$ cat src/rtl/riscv_mem_pkg.sv
// Shared definitions for the unified memory port: arbiter FSM and owner
// encodings, plus the func3-style access size codes that the LSU also uses.
package riscv_mem_pkg;

   typedef enum logic [1:0] {
      ST_IDLE = 2'd0,
      ST_BUSY = 2'd1,
      ST_RESP = 2'd2
   } arb_state_t;

   typedef enum logic {
      OWN_DATA  = 1'b0,
      OWN_FETCH = 1'b1
   } owner_t;

   localparam logic [2:0] SIZE_BYTE   = 3'b000;
   localparam logic [2:0] SIZE_HALF   = 3'b001;
   localparam logic [2:0] SIZE_WORD   = 3'b010;
   localparam logic [2:0] SIZE_BYTE_U = 3'b100;
   localparam logic [2:0] SIZE_HALF_U = 3'b101;

endpackage

$ cat src/rtl/mem_port_arbiter_if.sv
// Bundle of the fetch, load/store and memory-side handshakes around the
// shared memory port. The arbiter takes the slave view; the surrounding
// core and memory model take the master view.
interface mem_port_arbiter_if #(
   parameter int ADDR_W = 32,
   parameter int DATA_W = 32
);

   logic              if_req;
   logic [ADDR_W-1:0] if_addr;
   logic              if_ack;
   logic [DATA_W-1:0] if_rdata;
   logic              if_err;

   logic              ls_req;
   logic              ls_we;
   logic [2:0]        ls_size;
   logic [ADDR_W-1:0] ls_addr;
   logic [DATA_W-1:0] ls_wdata;
   logic              ls_ack;
   logic [DATA_W-1:0] ls_rdata;
   logic              ls_err;

   logic              mem_req;
   logic              mem_we;
   logic [2:0]        mem_size;
   logic [ADDR_W-1:0] mem_addr;
   logic [DATA_W-1:0] mem_wdata;
   logic              mem_ack;
   logic [DATA_W-1:0] mem_rdata;

   modport slave (
      input  if_req, if_addr,
      input  ls_req, ls_we, ls_size, ls_addr, ls_wdata,
      input  mem_ack, mem_rdata,
      output if_ack, if_rdata, if_err,
      output ls_ack, ls_rdata, ls_err,
      output mem_req, mem_we, mem_size, mem_addr, mem_wdata
   );

   modport master (
      output if_req, if_addr,
      output ls_req, ls_we, ls_size, ls_addr, ls_wdata,
      output mem_ack, mem_rdata,
      input  if_ack, if_rdata, if_err,
      input  ls_ack, ls_rdata, ls_err,
      input  mem_req, mem_we, mem_size, mem_addr, mem_wdata
   );

endinterface

$ cat src/rtl/mem_port_arbiter.sv
// Shares the single memory port between instruction fetch and load/store.
// One transaction at a time; data wins ties unless fetch has been passed
// over STARVE_LIMIT times, and a hung memory is turned into an error reply.
module mem_port_arbiter
   import riscv_mem_pkg::*;
#(
   parameter int ADDR_W       = 32,
   parameter int DATA_W       = 32,
   parameter int STARVE_LIMIT = 4,
   parameter int TIMEOUT      = 64
) (
   input  logic                clk,
   input  logic                rst,
   mem_port_arbiter_if.slave   bus
);

   localparam int TMO_W = (TIMEOUT > 1) ? $clog2(TIMEOUT) : 1;
   localparam logic [TMO_W-1:0] TMO_LAST   = TMO_W'(TIMEOUT - 1);
   localparam logic [3:0]       STARVE_MAX = 4'(STARVE_LIMIT);

   arb_state_t       state_q, state_d;
   owner_t           owner_q;
   logic [3:0]       starve_q;
   logic [TMO_W-1:0] tmo_q;

   logic grant_fetch, grant_data, rsp_ok, rsp_tmo, rsp_done;

   assign rsp_done = rsp_ok | rsp_tmo;

   // Next-state and grant/response decisions for the current cycle
   always_comb begin
      state_d     = state_q;
      grant_fetch = 1'b0;
      grant_data  = 1'b0;
      rsp_ok      = 1'b0;
      rsp_tmo     = 1'b0;
      case (state_q)
         ST_IDLE: begin
            if (bus.if_req && (!bus.ls_req || starve_q == STARVE_MAX)) begin
               grant_fetch = 1'b1;
            end else if (bus.ls_req) begin
               grant_data = 1'b1;
            end
            if (grant_fetch || grant_data) begin
               state_d = ST_BUSY;
            end
         end
         ST_BUSY: begin
            if (bus.mem_ack) begin
               rsp_ok  = 1'b1;
               state_d = ST_RESP;
            end else if (tmo_q == TMO_LAST) begin
               rsp_tmo = 1'b1;
               state_d = ST_RESP;
            end
         end
         ST_RESP: state_d = ST_IDLE;
         default: state_d = ST_IDLE;
      endcase
   end

   // FSM state register
   always_ff @(posedge clk or posedge rst) begin
      if (rst) begin
         state_q <= ST_IDLE;
      end else begin
         state_q <= state_d;
      end
   end

   // Latch the winner's request onto the memory side and drop it on completion
   always_ff @(posedge clk or posedge rst) begin
      if (rst) begin
         owner_q       <= OWN_DATA;
         bus.mem_req   <= 1'b0;
         bus.mem_we    <= 1'b0;
         bus.mem_size  <= 3'b000;
         bus.mem_addr  <= {ADDR_W{1'b0}};
         bus.mem_wdata <= {DATA_W{1'b0}};
      end else if (grant_fetch) begin
         owner_q       <= OWN_FETCH;
         bus.mem_req   <= 1'b1;
         bus.mem_we    <= 1'b0;
         bus.mem_size  <= SIZE_WORD;
         bus.mem_addr  <= bus.if_addr;
         bus.mem_wdata <= {DATA_W{1'b0}};
      end else if (grant_data) begin
         owner_q       <= OWN_DATA;
         bus.mem_req   <= 1'b1;
         bus.mem_we    <= bus.ls_we;
         bus.mem_size  <= bus.ls_size;
         bus.mem_addr  <= bus.ls_addr;
         bus.mem_wdata <= bus.ls_wdata;
      end else if (rsp_done) begin
         bus.mem_req   <= 1'b0;
      end
   end

   // Starvation counter bounds how long a waiting fetch can be overtaken,
   // and the timeout counter measures how long the memory has been silent
   always_ff @(posedge clk or posedge rst) begin
      if (rst) begin
         starve_q <= 4'd0;
         tmo_q    <= '0;
      end else begin
         if (grant_fetch) begin
            starve_q <= 4'd0;
         end else if (grant_data && bus.if_req && starve_q < STARVE_MAX) begin
            starve_q <= starve_q + 4'd1;
         end
         if (grant_fetch || grant_data) begin
            tmo_q <= '0;
         end else if (state_q == ST_BUSY && !rsp_done) begin
            tmo_q <= tmo_q + TMO_W'(1);
         end
      end
   end

   // Deliver the response to the owner only; its data/error persist until
   // that requester's next response
   always_ff @(posedge clk or posedge rst) begin
      if (rst) begin
         bus.if_ack   <= 1'b0;
         bus.if_rdata <= {DATA_W{1'b0}};
         bus.if_err   <= 1'b0;
         bus.ls_ack   <= 1'b0;
         bus.ls_rdata <= {DATA_W{1'b0}};
         bus.ls_err   <= 1'b0;
      end else begin
         bus.if_ack <= rsp_done && (owner_q == OWN_FETCH);
         bus.ls_ack <= rsp_done && (owner_q == OWN_DATA);
         if (rsp_done && owner_q == OWN_FETCH) begin
            bus.if_rdata <= rsp_ok ? bus.mem_rdata : {DATA_W{1'b0}};
            bus.if_err   <= rsp_tmo;
         end
         if (rsp_done && owner_q == OWN_DATA) begin
            bus.ls_rdata <= rsp_ok ? bus.mem_rdata : {DATA_W{1'b0}};
            bus.ls_err   <= rsp_tmo;
         end
      end
   end

endmodule

$ cat src/flat_wrapper.sv
// flat-port wrapper written by rule: the top's interface ports become plain ports
module mem_port_arbiter_flat import riscv_mem_pkg::*;
#(
   parameter int ADDR_W       = 32,
   parameter int DATA_W       = 32,
   parameter int STARVE_LIMIT = 4,
   parameter int TIMEOUT      = 64
)
  (clk, rst, bus_if_req, bus_if_addr, bus_ls_req, bus_ls_we, bus_ls_size, bus_ls_addr, bus_ls_wdata, bus_mem_ack, bus_mem_rdata, bus_if_ack, bus_if_rdata, bus_if_err, bus_ls_ack, bus_ls_rdata, bus_ls_err, bus_mem_req, bus_mem_we, bus_mem_size, bus_mem_addr, bus_mem_wdata);
  mem_port_arbiter_if #(.ADDR_W(ADDR_W), .DATA_W(DATA_W)) bus_i ();
  input  logic clk;
  input  logic rst;
  input wire logic [$bits(bus_i.if_req)-1:0] bus_if_req;
  input wire logic [$bits(bus_i.if_addr)-1:0] bus_if_addr;
  input wire logic [$bits(bus_i.ls_req)-1:0] bus_ls_req;
  input wire logic [$bits(bus_i.ls_we)-1:0] bus_ls_we;
  input wire logic [$bits(bus_i.ls_size)-1:0] bus_ls_size;
  input wire logic [$bits(bus_i.ls_addr)-1:0] bus_ls_addr;
  input wire logic [$bits(bus_i.ls_wdata)-1:0] bus_ls_wdata;
  input wire logic [$bits(bus_i.mem_ack)-1:0] bus_mem_ack;
  input wire logic [$bits(bus_i.mem_rdata)-1:0] bus_mem_rdata;
  output wire logic [$bits(bus_i.if_ack)-1:0] bus_if_ack;
  output wire logic [$bits(bus_i.if_rdata)-1:0] bus_if_rdata;
  output wire logic [$bits(bus_i.if_err)-1:0] bus_if_err;
  output wire logic [$bits(bus_i.ls_ack)-1:0] bus_ls_ack;
  output wire logic [$bits(bus_i.ls_rdata)-1:0] bus_ls_rdata;
  output wire logic [$bits(bus_i.ls_err)-1:0] bus_ls_err;
  output wire logic [$bits(bus_i.mem_req)-1:0] bus_mem_req;
  output wire logic [$bits(bus_i.mem_we)-1:0] bus_mem_we;
  output wire logic [$bits(bus_i.mem_size)-1:0] bus_mem_size;
  output wire logic [$bits(bus_i.mem_addr)-1:0] bus_mem_addr;
  output wire logic [$bits(bus_i.mem_wdata)-1:0] bus_mem_wdata;
  assign bus_i.if_req = bus_if_req;
  assign bus_i.if_addr = bus_if_addr;
  assign bus_i.ls_req = bus_ls_req;
  assign bus_i.ls_we = bus_ls_we;
  assign bus_i.ls_size = bus_ls_size;
  assign bus_i.ls_addr = bus_ls_addr;
  assign bus_i.ls_wdata = bus_ls_wdata;
  assign bus_i.mem_ack = bus_mem_ack;
  assign bus_i.mem_rdata = bus_mem_rdata;
  assign bus_if_ack = bus_i.if_ack;
  assign bus_if_rdata = bus_i.if_rdata;
  assign bus_if_err = bus_i.if_err;
  assign bus_ls_ack = bus_i.ls_ack;
  assign bus_ls_rdata = bus_i.ls_rdata;
  assign bus_ls_err = bus_i.ls_err;
  assign bus_mem_req = bus_i.mem_req;
  assign bus_mem_we = bus_i.mem_we;
  assign bus_mem_size = bus_i.mem_size;
  assign bus_mem_addr = bus_i.mem_addr;
  assign bus_mem_wdata = bus_i.mem_wdata;
  mem_port_arbiter #(.ADDR_W(ADDR_W), .DATA_W(DATA_W), .STARVE_LIMIT(STARVE_LIMIT), .TIMEOUT(TIMEOUT)) u_core (.clk(clk), .rst(rst), .bus(bus_i));
endmodule
$ cat config.mk
export PLATFORM = sky130hd
export DESIGN_NAME = mem_port_arbiter_flat
export DESIGN_NICKNAME = d
export VERILOG_FILES = /design/src/rtl/riscv_mem_pkg.sv /design/src/rtl/mem_port_arbiter_if.sv /design/src/rtl/mem_port_arbiter.sv /design/src/flat_wrapper.sv
export SDC_FILE = /design/constraint.sdc
export NUM_CORES = 1
export LEC_CHECK = 0
export BUFFER_PORTS_ARGS = -buffer_cell sky130_fd_sc_hd__buf_2
export CAP_MARGIN = 20
export CORE_MARGIN = 8
export CORE_UTILIZATION = 48
export CTS_BUF_LIST = sky130_fd_sc_hd__clkbuf_8
export DETAILED_ROUTE_END_ITERATION = 10
export GPL_TIMING_DRIVEN = 0
export PLACE_DENSITY = 0.94
export SLEW_MARGIN = 20
export SYNTH_ARGS = -nofsm -noshare
export SYNTH_HDL_FRONTEND = slang
export SYNTH_SLANG_ARGS = --single-unit
$ cat constraint.sdc
create_clock -name clk -period 5.2 [get_ports clk]
set_clock_uncertainty 0.2 [all_clocks]
set_input_delay 0.52 -clock clk [delete_from_list [all_inputs] [get_ports clk]]
set_output_delay 0.52 -clock clk [all_outputs]
set_load 0.01 [all_outputs]
==> results.yml <==
yosys:
  syn_inst: 528
  async_flop_share_pct: 100
  synth-seq-area-share_pct: 62.9
  avgSynthCellArea_um2: 11.3
  synth_area_um2: 5970
  yosysWarningCount: 0
  ys.flop_type: "dfrtp_1"
  synth_fp_nets: 668
  synth-edff-count: 0
  synth-seq-cells: 150
  yosysUniqueCellTypes: 43
final_layout:
  diodes: 0
  layout_commonest_cell: "buf_2"
  final_cells: 1003
  drive_gt1_share_pct: 42.2
  final_core_util_pct: 66.7
  final_cell_mix: "buf_2, dfrtp_1, nand2_1"
  finish.instance_area_um2: 8050
  fin_nets: 962
  area_growth_pct: 34.9
setup_path:
  critPathTopFamily: "buffers and inverters"
  arrival_ns: 2.31
  crit_chain: "inv_1 -> ha_1 -> and3b_1 -> o21ai_1 -> buf_2 -> buf_4 -> nand3_1 -> nand2_1"
  worst-path-buf-inv: 3
  end_kind: "register"
  crit_type: "reg2reg"
  worstPathRequired_ns: 5.38
  critPathSlowestCell: "dfrtp_1"
  path_max_fanout: 10
  slowest_delay_ns: 0.36
  critPathLaunchType: "register"
timing:
  rsz0062_at_grt: "false"
  setup_viol: 0
  hold_viol: 0
  clock.fmax_mhz: 469
  whs_ns: 0.0960
  slew_headroom_pct: 62.8
  fin_ws_ns: 3.07
  min_period_ns: 2.13
  worst_pin_slew_ns: 0.558
  slew_viol_final: 0
  finalCritPeriodShare_pct: 41.0
floorplan:
  die_h_um: 128
  rows: 40
  core-area_um2: 12100
  dieArea_um2: 16300
  io_pins: 274
  initial_utilization_pct: 49.5
  die_w_um: 128
power:
  switching_share_pct: 37.1
  leakagePower_nw: 4.34
  ir_worst_vdd_mv: 0.274
  clkPwrFrac_pct: 20.8
  switchingPower_mw: 1.82
  comb_power_share_pct: 38.9
  pwr-share-seq_pct: 40.2
  p_per_area_nw_per_um2: 608
  p_int_mw: 3.08
clocking:
  ctsRootBufferMaster: "clkbuf_8"
  path_clk_slew_ns: 0.09
  cts_tree: "built"
  clkSinkCount: 150
  cts_buffers: 17
  postCtsSetupBuffers: 0
  cts_buffer_depth: 2
  cts_resized: 0
  htreeDepth: 4
  insertion_delay_ns: 0.44
route:
  num_vias: 5257
  wl_met2_mm: 9.01
  wl_per_cell_um: 17.8
  ant_nets: 0
  wl_met3_mm: 1.65
  drc_errors: 0
  routed_wl_mm: 17.8
  wl_met1_mm: 6.85
  dr.pass1.iters: 4
  topRoutingLayerUsed: "met5"
  vias_per_cell: 5.24
  drtIter0Drc: 319
global_route:
  grt_max_degree: 89
  grt_antenna_before_repair: 1
  grt_usage_pct: 21.9
  grt_overflow: 0
  grt_pass1_vias: 5509
  grt_pass1_wl_mm: 28.1
outcome:
  status: "complete, no violations"
job:
  maxCapViolations: 0
placed_design:
  preCtsSetupSlack_ns: 3.07
  place_inst: 970
  port_buffers: 273
  place_area_um2: 7580
  place.gp.congestion: 0.850
  dp_hpwl_mm: 13.7
worst_hold_path:
  hp-class: "in2reg"
-- metal layers --
metal / vias up / track usage, %
li1: 2467 / -
met3: 25 / 6.95
met1: 2513 / 25.5
met4: 2 / 8.33
met5: - / 0
met2: 250 / 37.2
-- power by group through the flow --
stage / Sequential (mW) / Clock (mW) / Combinational (mW)
3_5_place_dp: 1.98 / 0 / 1.94
2_1_floorplan: 2.19 / 0 / 0.849
3_3_place_gp: 1.95 / 0 / 1.87
6_report: 1.97 / 1.02 / 1.90
4_1_cts: 1.97 / 1.04 / 1.94
5_1_grt: 2.03 / 1.09 / 2.10
-- cell usage after synthesis (all sizes together) (3+ instances only) --
master	n	area, µm²
o22ai	32	200
nand3	37	190
ha	3	37.5
o21ai	38	190
buf	31	229
nor2	13	53.8
a22o	64	568
inv	8	30.0
and2	3	18.8
dfrtp	150	3750
clkbuf	9	33.8
nand2	110	428
a21oi	3	15.0
-- cell type report --
class	instances	area, µm²
fill	976	4010
sequential	150	3750
multi-input combinational	330	1920
timing repair buffer	275	1400
buffer	40	263
clock buffer	17	234
clock inverter	15	225
tap	168	210
inverter	8	37.5
-- metrics by stage --
step	power (mW)	TNS, ns
5_1_grt	5.21	0
3_5_place_dp	3.92	0
6_report	4.89	0
2_1_floorplan	3.04	0
3_3_place_gp	3.82	-155.31
4_1_cts	4.95	0
-- logic make-up (layout without fill, tap and decap cells) --
group                      Yosys count  in the layout  synth area share (%)
muxes                                1              1                 0.168
DFF                                150            150                  62.9
adders and majority gates            3              3                 0.629
and+or+nand+nor                    175            175                  13.1
buffers and inverters               48            355                  4.91
xor gates and xnor gates             2              2                 0.294
AOI/OAI and AO/OA                  149            149                  18.1
-- sequential cells by signal, summed over array words and instances, names as in the netlist --
signal	flops
u_core.tmo_q	6
u_core.state_q	2
u_core.bus.ls_rdata	32
u_core.bus.mem_req	1
u_core.starve_q	4
u_core.bus.mem_we	1
u_core.bus.if_ack	1
u_core.bus.if_err	1
u_core.bus.if_rdata	32
u_core.bus.mem_size	3
u_core.owner_q	1
u_core.bus.mem_wdata	32
u_core.bus.ls_ack	1
u_core.bus.ls_err	1
u_core.bus.mem_addr	32
-- worst min-delay path, cell delays in order --
cell	delay, ns
buf_2	0.07
nand3_1	0.05
nand2_1	0.06
-- worst paths after layout --
check	startpoint	to	slack [ns]	cells past startpoint
worst max register to register	u_core.starve_q[0]	u_core.bus.mem_size[0]	3.07	8
worst min-delay path	bus_ls_wdata[6]	u_core.bus.mem_wdata[6]	0.1	3
min in group asynchronous	rst	u_core.bus.if_rdata[27]	0.47	3
worst max-delay path	u_core.starve_q[0]	u_core.bus.mem_size[0]	3.07	8
max in group asynchronous	rst	u_core.tmo_q[1]	3.57	4
worst min register to register	u_core.bus.mem_wdata[13]	u_core.bus.mem_wdata[13]	0.26	2
-- repair_timing --
item | CTS | global route
setup endpoints to repair | 0 | 0
hold endpoints to repair | 62 | 0
hold buffers | 1 | 0
Note: power is estimated with default switching activity, not from simulation.
